==> config.mk <==
export PLATFORM = sky130hd
export DESIGN_NAME = muldiv_sequencer
export DESIGN_NICKNAME = d
export VERILOG_FILES = /design/src/rtl/muldiv_sequencer.sv
export SDC_FILE = /design/constraint.sdc
export NUM_CORES = 1
export LEC_CHECK = 0
export CELL_PAD_IN_SITES_DETAIL_PLACEMENT = 1
export CELL_PAD_IN_SITES_GLOBAL_PLACEMENT = 1
export CORE_MARGIN = 4
export CORE_UTILIZATION = 24
export DETAILED_ROUTE_END_ITERATION = 12
export GPL_ROUTABILITY_DRIVEN = 0
export MAX_ROUTING_LAYER = met4
export PLACE_DENSITY = 0.85
export SKIP_LAST_GASP = 1
export SLEW_MARGIN = 25
export SYNTH_ARGS = -nofsm -noshare
export SYNTH_HDL_FRONTEND = slang
export SYNTH_SLANG_ARGS = --single-unit
==> constraint.sdc <==
create_clock -name clk -period 2.23 [get_ports clk]
set_input_delay 0.669 -clock clk [delete_from_list [all_inputs] [get_ports clk]]
set_output_delay 0.669 -clock clk [all_outputs]
set_load 0.02 [all_outputs]
==> src/rtl/muldiv_sequencer.sv <==
// muldiv_sequencer: runs one multiply or divide on behalf of the main control unit.
// It screens div requests for a zero divisor, starts the selected unit and waits
// for its stop flag under a watchdog. It then commits the result by steering the
// HI/LO muxes and pulsing both load enables.
//
// Ports:
//   clk, reset            clock, asynchronous active-high reset
//   op_start, op_sel      request pulse and unit select (0 = mult, 1 = div), sampled in IDLE
//   divisor               B register value, tested for zero on div requests
//   mult_stop, div_stop   unit completion flags, sampled only in WAIT
//   mult_init, div_init   one-cycle unit start pulses
//   hilo_sel              HI/LO mux select (0 = mult, 1 = div), holds between operations
//   high_load, low_load   HI/LO load enables
//   busy                  high outside IDLE
//   done                  result committed
//   div_zero_exc          div request rejected for zero divisor
//   timeout_err           unit missed its watchdog deadline
module muldiv_sequencer #(
    parameter int unsigned TIMEOUT = 64
) (
    input  logic        clk,
    input  logic        reset,
    input  logic        op_start,
    input  logic        op_sel,
    input  logic [31:0] divisor,
    input  logic        mult_stop,
    input  logic        div_stop,
    output logic        mult_init,
    output logic        div_init,
    output logic        hilo_sel,
    output logic        high_load,
    output logic        low_load,
    output logic        busy,
    output logic        done,
    output logic        div_zero_exc,
    output logic        timeout_err
);

    localparam int unsigned CntW = $clog2(TIMEOUT);
    localparam logic [CntW-1:0] CntLast = CntW'(TIMEOUT - 1);

    typedef enum logic [2:0] {
        StIdle,
        StInit,
        StWait,
        StWrite,
        StExc,
        StErr
    } state_e;

    state_e          state_q, state_d;
    logic            op_q, op_d;
    logic [CntW-1:0] cnt_q, cnt_d;
    logic            sel_stop;

    always_ff @(posedge clk or posedge reset) begin
        if (reset) begin
            state_q <= StIdle;
            op_q    <= 1'b0;
            cnt_q   <= '0;
        end else begin
            state_q <= state_d;
            op_q    <= op_d;
            cnt_q   <= cnt_d;
        end
    end

    // Only the selected unit's completion flag matters.
    assign sel_stop = op_q ? div_stop : mult_stop;

    always_comb begin
        state_d = state_q;
        op_d    = op_q;
        cnt_d   = cnt_q;
        case (state_q)
            StIdle: begin
                if (op_start) begin
                    op_d = op_sel;
                    if (op_sel && (divisor == 32'h0)) begin
                        state_d = StExc;
                    end else begin
                        state_d = StInit;
                    end
                end
            end
            StInit: begin
                cnt_d   = '0;
                state_d = StWait;
            end
            StWait: begin
                // Stop takes priority over an expiring watchdog in the same cycle.
                if (sel_stop) begin
                    state_d = StWrite;
                end else if (cnt_q == CntLast) begin
                    state_d = StErr;
                end else begin
                    cnt_d = cnt_q + 1'b1;
                end
            end
            StWrite: state_d = StIdle;
            StExc:   state_d = StIdle;
            StErr:   state_d = StIdle;
            default: state_d = StIdle;
        endcase
    end

    // Outputs depend only on registered state, so request/stop inputs never reach them.
    always_comb begin
        mult_init    = (state_q == StInit) && !op_q;
        div_init     = (state_q == StInit) && op_q;
        hilo_sel     = op_q;
        high_load    = (state_q == StWrite);
        low_load     = (state_q == StWrite);
        done         = (state_q == StWrite);
        busy         = (state_q != StIdle);
        div_zero_exc = (state_q == StExc);
        timeout_err  = (state_q == StErr);
    end

endmodule

==> results by group, run 1 <==
Route
  – Drt initial violations: 7
  – Vias per cell: 5.06
  – DR WL/cell: 15.1 um
  – Final WL: 2.42 mm
  – Pre-Repair DR Iteration Count: 4
  – Post-DRT Antenna Nets: 0
  – Via Count: 809
  – # DRC: 0

STA
  – Final setup vio count: 0
  – TNS Setup: 0 ps
  – Fin worst setup slack: 0.890 ps
  – Max Slew Vio Count: 0
  – Worst slew pin tran: 437 ps
  – Final Hold Viols: 0
  – Relative slew slack: 0.701
  – Setup Skew: 1.43 ps
  – Fin crit share: 1.00
  – RSZ-0062 raised after global routing: yes
  – FMAX: 449 MHz
  – Tmin final: 2230 ps

GRT
  – Vias in the first global route: 892
  – Largest net degree at the start of global routing: 11
  – Overall Global Routing Usage: 0.129
  – Grt ovf: 0
  – Initial antenna violation count: 0
  – Global-route wire length before repair: 3.99 mm

Worst setup path
  – Required @ worst endpoint: 1560 ps
  – Critical Path AT: 1560 ps
  – Setup crit end kind: output port
  – Worst-path maximum fanout: 2
  – Startpoint types: register
  – Kind of critical path: register to output port
  – Worst r2r path cells: 6

Clock tree
  – CTS tree: done
  – Num CTS Buffers: 3
  – Clock sink total: 10
  – Clk Latency, worst-skew pair: 270 ps
  – Post-CTS Hold Fix Bufs: 0
  – Reg clk slew, reported paths: 70 ps
  – H-tree depth: 1
  – Max Root-Sink Buffers: 2
  – Clock root cell: clkbuf_4

Floorplan
  – Die area: 3890 um2
  – Initial Util: 0.255
  – # rows: 19
  – Die Height: 62.4 um
  – Die span in x: 62.4 um
  – Core box area: 2780 um2
  – I/O pins: 47

Cells and area
  – Fin area: 1280 um2
  – Most frequent cells in the layout: clkdlybuf4s50_1 (38), dfrtp_1 (10), buf_4 (10), nor4_1 (7), dlygate4sd2_1 (6)
  – Filler cell count: 315
  – Area added between synthesis and finish: 80.1%
  – Ant diodes: 0
  – Non-Filler Instances: 160
  – Commonest non-fill, non-tap cell in the layout: clkdlybuf4s50_1
  – Layout cells sized above 1: 0.194
  – Nets: 169

Synth
  – Netlist cell types: 36
  – EDFF count, synth: 0
  – Top area cells in the synthesized netlist: dfrtp_1 (35%), nor4_1 (6.2%), nor3b_1 (4.2%), a311oi_4 (3.7%), buf_4 (3.2%)
  – Register area share after synthesis: 0.353
  – Syn avg cell area: 9.59 um2
  – Post-synthesis cell area: 709 um2
  – #FFs+latches synth: 10
  – Yosys warns: 0
  – Ys flop type: dfrtp_1
  – Area leader, netlist: dfrtp_1
  – Async set or reset register ratio after synthesis: 1.00
  – Synthesized Nets: 113
  – Synth top area share: 0.353
  – Mapped Cells: 74

Min path
  – Hold Crit Depth: 1
  – Hold WC Path Type: register to register

Power and ir drop
  – Pwr dens: 880 nW/um2
  – Leakage power total: 0.576 nW
  – Peak VDD IR: 0.000492 V

Placement
  – PortBufs: 46
  – Area post-placement: 1240 um2
  – Hpwl dp: 2.08 mm
  – Place WS: -86.5 ps
  – Dpl cells: 156

Run status
  – Run status: complete, no violations

Job
  – Maximum capacitance violations: 0
## Yosys cell counts (2+ instances only)
library cell	count
buf_6	2
nor4_1	7
nor3b_1	4
o21ai_0	3
nand4_1	2
buf_4	3
o22ai_1	3
nor2_1	4
and3_1	2
nand3_1	2
nor3_1	4
nand2_1	2
dfrtp_1	10
mux2_2	2
inv_1	3
## path summary, 6_finish.rpt
kind | start | to | slack, ps
max reg2reg | cnt_q[0] | state_q[2] | 290
min reg2reg | cnt_q[1] | cnt_q[1] | 530
max | state_q[1] | mult_init | 0.9
min | cnt_q[1] | cnt_q[1] | 530
min in group asynchronous | reset | state_q[0] | 680
max in group asynchronous | reset | state_q[1] | 1280
## layout make-up
type | count | area [um2] | area share
repair buffers | 56 | 528 | 0.413
multi-input cells | 56 | 413 | 0.323
flip-flops and latches | 10 | 250 | 0.196
well taps | 31 | 38.8 | 0.0304
clock buffers | 4 | 36.3 | 0.0284
inverters | 3 | 11.3 | 0.00881
## registers in the layout, indices dropped and copies added (netlist names)
register / count
cnt_q: 6
hilo_sel: 1
state_q: 3
## logic make-up (layout without fill, tap and decap cells)
kind of cell | after synthesis | count (layout) | share of synthesized area
and+or+nand+nor | 37 | 37 | 0.319
AOI/OAI and AO/OA | 15 | 15 | 0.185
DFF | 10 | 10 | 0.353
buffers and inverters | 8 | 63 | 0.0794
muxes | 3 | 3 | 0.0459
adders and majority gates | 1 | 1 | 0.0176
## worst max-delay path, cell delays in order (launching register included)
cell and delay, ps:
dfrtp_1 380, or3b_2 480, nor2_1 120, clkdlybuf4s15_1 310
## per-layer routing
layer	vias to the layer above	routed length, um	GRT usage
met2	32	1170	0.214
met4	0	53	0.0637
met3	5	138	0.0162
li1	391	-	-
met5	-	0	-
met1	381	1060	0.154
## where the power goes
part	switching [mW]	leakage (nW)	internal [mW]	total, mW
sequential	0.0416	0.132	0.229	0.271
combinational	0.339	0.423	0.348	0.687
clock	0.0676	0.0210	0.0993	0.167
total	0.448	0.576	0.676	1.12
## metrics by stage
stage	util	power [mW]	hold WS (ps)
finish	0.459	1.12	534
global route	0.459	1.21	559
floorplan	-	0.681	480
global placement	0.445	0.953	516
CTS	0.455	1.12	538
detailed placement	0.445	0.984	520
## what timing repair did
action | in CTS | in global routing
endpoints found under the setup margin | 8 | 3
buffers inserted | 0 | 0
endpoints found under the hold margin | 0 | 0
gates resized for setup | 9 | 3
pin swaps | 0 | 0
Note: power is estimated with default switching activity, not from simulation.
==> inputs of run 2 (changes only) <==
--- a/config.mk
+++ b/config.mk
@@ -10,7 +10,6 @@
 export CORE_MARGIN = 4
 export CORE_UTILIZATION = 24
 export DETAILED_ROUTE_END_ITERATION = 12
-export GPL_ROUTABILITY_DRIVEN = 0
 export MAX_ROUTING_LAYER = met4
 export PLACE_DENSITY = 0.85
 export SKIP_LAST_GASP = 1
==> results by group, run 2 (synthesis results as in run 1) <==
STA
  – Final Hold Viols: 0
  – Relative slew slack: 0.663
  – Fin worst setup slack: 14.3 ps
  – Hold slack final: 528 ps
  – Max Slew Vio Count: 0
  – Tmin final: 2220 ps
  – FMAX: 451 MHz
  – Worst slew pin tran: 492 ps
  – RSZ-0062 raised after global routing: yes
  – Fin crit share: 0.994
  – TNS Setup: 0 ps
  – Setup Skew: 4.19 ps
  – Final setup vio count: 0

Cells and area
  – Layout cells sized above 1: 0.188
  – Largest Register: cnt_q
  – Max FFs per register: 6
  – Final Core Density: 0.454
  – Ant diodes: 0
  – Most frequent cells in the layout: clkdlybuf4s50_1 (38), dfrtp_1 (10), buf_4 (10), nor4_1 (7), dlygate4sd2_1 (7)
  – Nets: 169
  – Commonest non-fill, non-tap cell in the layout: clkdlybuf4s50_1
  – Area added between synthesis and finish: 78.0%

GRT
  – Vias in the first global route: 900
  – Overall Global Routing Usage: 0.130
  – Initial antenna violation count: 0
  – Global-route wire length before repair: 4.10 mm
  – Grt ovf: 0
  – Largest net degree at the start of global routing: 11

Route
  – Final WL: 2.54 mm
  – DR WL/cell: 16.0 um
  – Drt initial violations: 28
  – Vias per cell: 5.23
  – Post-DRT Antenna Nets: 0
  – # DRC: 0
  – Pre-Repair DR Iteration Count: 4
  – Via Count: 832

Power and ir drop
  – Peak VDD IR: 0.000486 V
  – Pwr dens: 861 nW/um2
  – Leakage power total: 0.572 nW

Floorplan
  – Die span in x: 62.4 um
  – Die Height: 62.4 um
  – Core box area: 2780 um2
  – # rows: 19
  – Die area: 3890 um2
  – Initial Util: 0.255
  – I/O pins: 47

Placement
  – Place WS: -120 ps
  – Hpwl dp: 2.14 mm
  – GP Congestion: 0.816
  – PortBufs: 46

Clock tree
  – Max Root-Sink Buffers: 2
  – H-tree depth: 1
  – CTS tree: done
  – Clock sink total: 10
  – Clock root cell: clkbuf_4
  – Reg clk slew, reported paths: 60 ps
  – Clk Latency, worst-skew pair: 260 ps
  – Num CTS Buffers: 3

Worst setup path
  – Required @ worst endpoint: 1560 ps
  – Kind of critical path: register to output port
  – Critical Path AT: 1550 ps
  – Worst-path maximum fanout: 2
  – Startpoint types: register
  – Setup crit end kind: output port

Job
  – Maximum capacitance violations: 0

Run status
  – Run status: complete, no violations

Min path
  – Hold WC Path Type: register to register
[run 2: cell types whose count changed in the layout (fill, tap and decap cells not counted)]
cell | before | now
clkdlybuf4s15_1 | 2 | 1
dlygate4sd2_1 | 6 | 7
clkbuf_8 | 1 | 0
[run 2: layout make-up]
class / count / area [um2]
Fill cell: 328 / 1520
Timing Repair Buffer: 56 / 527
Multi-Input combinational cell: 56 / 413
Sequential cell: 10 / 250
Tap cell: 31 / 38.8
Clock buffer: 3 / 22.5
Inverter: 3 / 11.3
[run 2: repair_timing]
item,in CTS,in global routing
hold endpoints to repair,0,0
hold buffers,0,0
buffers inserted,0,0
setup endpoints to repair,8,3
resized for setup,8,3
[run 2: final timing paths]
check	slack, ps	start	cells past startpoint	to
max in group asynchronous	1280	reset	2	cnt_q[0]
max	10	state_q[1]	3	mult_init
min reg2reg	530	cnt_q[0]	1	cnt_q[0]
min in group asynchronous	680	reset	2	cnt_q[4]
min	530	cnt_q[0]	1	cnt_q[0]
max reg2reg	270	cnt_q[1]	6	state_q[2]
[run 2: worst max-delay path, cell delays in order, from the launching register on]
cell,delay (ps)
dfrtp_1,380
or3b_2,480
nor2_1,120
clkdlybuf4s15_1,310
[run 2: metal layers]
metal	up-vias	wire, um	part of all wire	global-route usage
li1	393	-	-	-
met1	394	1010	0.40	0.147
met2	41	1350	0.53	0.234
met3	4	154	0.061	0.0126
met4	0	31	0.012	0.0477
met5	-	0	0	-
[run 2: metrics by stage]
step	cell area (um2)	total power, mW	std cells
3_3_place_gp	1240	0.954	156
2_1_floorplan	709	0.681	74
4_1_cts	1250	1.07	159
5_1_grt	1260	1.16	159
3_5_place_dp	1240	0.987	156
6_report	1260	1.09	159
[run 2: power breakdown]
part / internal (mW) / total [mW] / leakage [nW] / switching [mW]
combinational: 0.347 / 0.694 / 0.426 / 0.348
clock: 0.0622 / 0.120 / 0.0138 / 0.0581
sequential: 0.229 / 0.273 / 0.132 / 0.0433
==> edit, RTL diff (flow settings as in run 2) <==
Re-encode `state_e` (6 states) as one-hot, 6 bits wide.
--- a/src/rtl/muldiv_sequencer.sv
+++ b/src/rtl/muldiv_sequencer.sv
@@ -40,11 +40,11 @@
     localparam logic [CntW-1:0] CntLast = CntW'(TIMEOUT - 1);
 
-    typedef enum logic [2:0] {
-        StIdle,
-        StInit,
-        StWait,
-        StWrite,
-        StExc,
-        StErr
+    typedef enum logic [5:0] {
+        StIdle  = 6'b000001,
+        StInit  = 6'b000010,
+        StWait  = 6'b000100,
+        StWrite = 6'b001000,
+        StExc   = 6'b010000,
+        StErr   = 6'b100000
     } state_e;
 
Function: no difference found for any inputs over 10 cycles, from zero or initial values and one cycle with reset high; not proved beyond that.
==> edit against run 2 <==
- sequential cell count up 3
- the run now ends with negative setup slack left
- critical endpoint is now div_init
- register-to-register slack better by 0.12 ns
- power up 2.3%
- synthesized area up 11%
- largest power group unchanged
- worst setup slack worse by 0.34 ns
- final area up 16%
- clock power up 24%
- routed wire length up 20%
==> edit: results (changes against run 2) <==
[timing]
fin_skew_ns=0.00786  ; was 0.00419 ns
maxSlewHeadroom=0.662  ; was 0.663
setup_viol=7  ; was 0
fin_ws_ns=-0.321  ; was 0.0143 ns
setup_tns_ns=-1.92  ; was 0 ns

[logic_synthesis]
yosysUniqueCellTypes=33  ; was 36
synthesis.nets=118  ; was 113
yosysTopAreaCellShare=0.381  ; was 0.353
seq_area_frac_synth=0.414  ; was 0.353
syn-instance-count=79  ; was 74
synth_common_cells=dfrtp_1 (12), nand3_1 (7), nor4_1 (7), nor2_1 (6), nand2_1 (5)  ; was dfrtp_1 (10), nor4_1 (7), nor2_1 (4), nor3_1 (4), nor3b_1 (4)
synth_area_leaders=dfrtp_1 (38%), nor4_1 (5.6%), nand3_1 (4.4%)  ; was dfrtp_1 (35%), nor4_1 (6.2%), nor3b_1 (4.2%)

[power_and_ir_drop]
ir_drop_mv=0.389  ; was 0.486 mV
powerSeq_uw=363  ; was 273 µW
pg_clk_uw=149  ; was 120 µW
power_uw=1110  ; was 1090 µW
cellLeakagePower_uw=0.000598  ; was 0.000572 µW
internal_power_uw=690  ; was 638 µW

[global_route]
first_global_vias=1013  ; was 900
grt_pass1_wl_mm=5.00  ; was 4.10 mm
grt_max_degree=14  ; was 11

[hold_path]
whs_endpoint=cnt_q[4]$_DFFE_PP0P_  ; was cnt_q[0]$_DFFE_PP0P_
min_from=cnt_q[4]$_DFFE_PP0P_  ; was cnt_q[0]$_DFFE_PP0P_

[critical_path]
max_stage_delay_ns=0.55  ; was 0.48 ns
crit_arrival_ns=1.88  ; was 1.55 ns
r2r_cells=5  ; was 6
r2r_start=state_q[0]$_DFFE_PP1P_  ; was cnt_q[1]$_DFFE_PP0P_
reg2reg_slack_ns=0.39  ; was 0.27 ns
path_max_fanout=3  ; was 2
cp_slowest_cell=or4_4  ; was or3b_2
r2r_end=cnt_q[5]$_DFFE_PP0P_  ; was state_q[2]$_DFFE_PP0P_

[clock_tree]
clk_latency_ns=0.29  ; was 0.26 ns
clkTransAtPathRegs_ns=0.09  ; was 0.06 ns

[outcome]
violations=negative setup slack
status=complete, but fails checks  ; was completed

[detailed_routing]
wl_mm=3.04  ; was 2.54 mm
via_per_inst=4.85  ; was 5.23
vias=898  ; was 832
drt_iter0_markers=15  ; was 28

[place]
placed_area_um2=1360  ; was 1240 µm²
dpl.cell_count=176  ; was 156
gp_congestion=0.840  ; was 0.816
dp_hpwl_mm=2.55  ; was 2.14 mm

edit: cell types whose count changed after synthesis, moves of 2 or more:
cell / run 2 / this run
o22ai_1: 3 / 0
o21ai_0: 3 / 0
nand3_1: 2 / 7
nor3_1: 4 / 1
dfrtp_1: 10 / 12
nand2_1: 2 / 5
or4_1: 0 / 2
o211ai_2: 0 / 2
o21ai_1: 0 / 4
o31ai_1: 0 / 2
nor2_1: 4 / 6
edit: metal layers:
layer	global-route usage	share of wire
met5	-	0
met4	0.0570	0.021
met3	0.0325	0.019
met2	0.307	0.60
met1	0.161	0.36
edit: worst max path at each step:
stage	to	depth (start not counted)	startpoint
2_1_floorplan	div_init	4	state_q[0]$_DFFE_PP1P_
3_3_place_gp	div_init	4	state_q[0]$_DFFE_PP1P_
3_5_place_dp	div_init	4	state_q[0]$_DFFE_PP1P_
4_1_cts	div_init	4	state_q[0]$_DFFE_PP1P_
5_1_grt	div_init	4	state_q[0]$_DFFE_PP1P_
6_report	div_init	4	state_q[0]$_DFFE_PP1P_
edit: cell families after synthesis:
| group | count (synthesis) | share of synthesized area |
|---|---|---|
| and+or+nand+nor | 46 | 0.362 |
| muxes | 3 | 0.0413 |
| AOI/OAI and AO/OA | 10 | 0.119 |
| buffers and inverters | 6 | 0.0476 |
| DFF | 13 | 0.414 |
| adders and majority gates | 1 | 0.0159 |
edit: layout make-up:
| type | instances | area [µm²] |
|---|---|---|
| sequential | 13 | 327 |
| tap | 44 | 55.1 |
| inverter | 3 | 11.3 |
| clock inverter | 1 | 5.00 |
| clock buffer | 3 | 22.5 |
| multi-input combinational | 60 | 467 |
| fill | 364 | 1640 |
| timing repair buffer | 61 | 581 |
edit: what timing repair did:
item	CTS	global route
setup endpoints to repair	8	7
pin swaps	3	2
gates resized for setup	49	7
buffers inserted	1	4
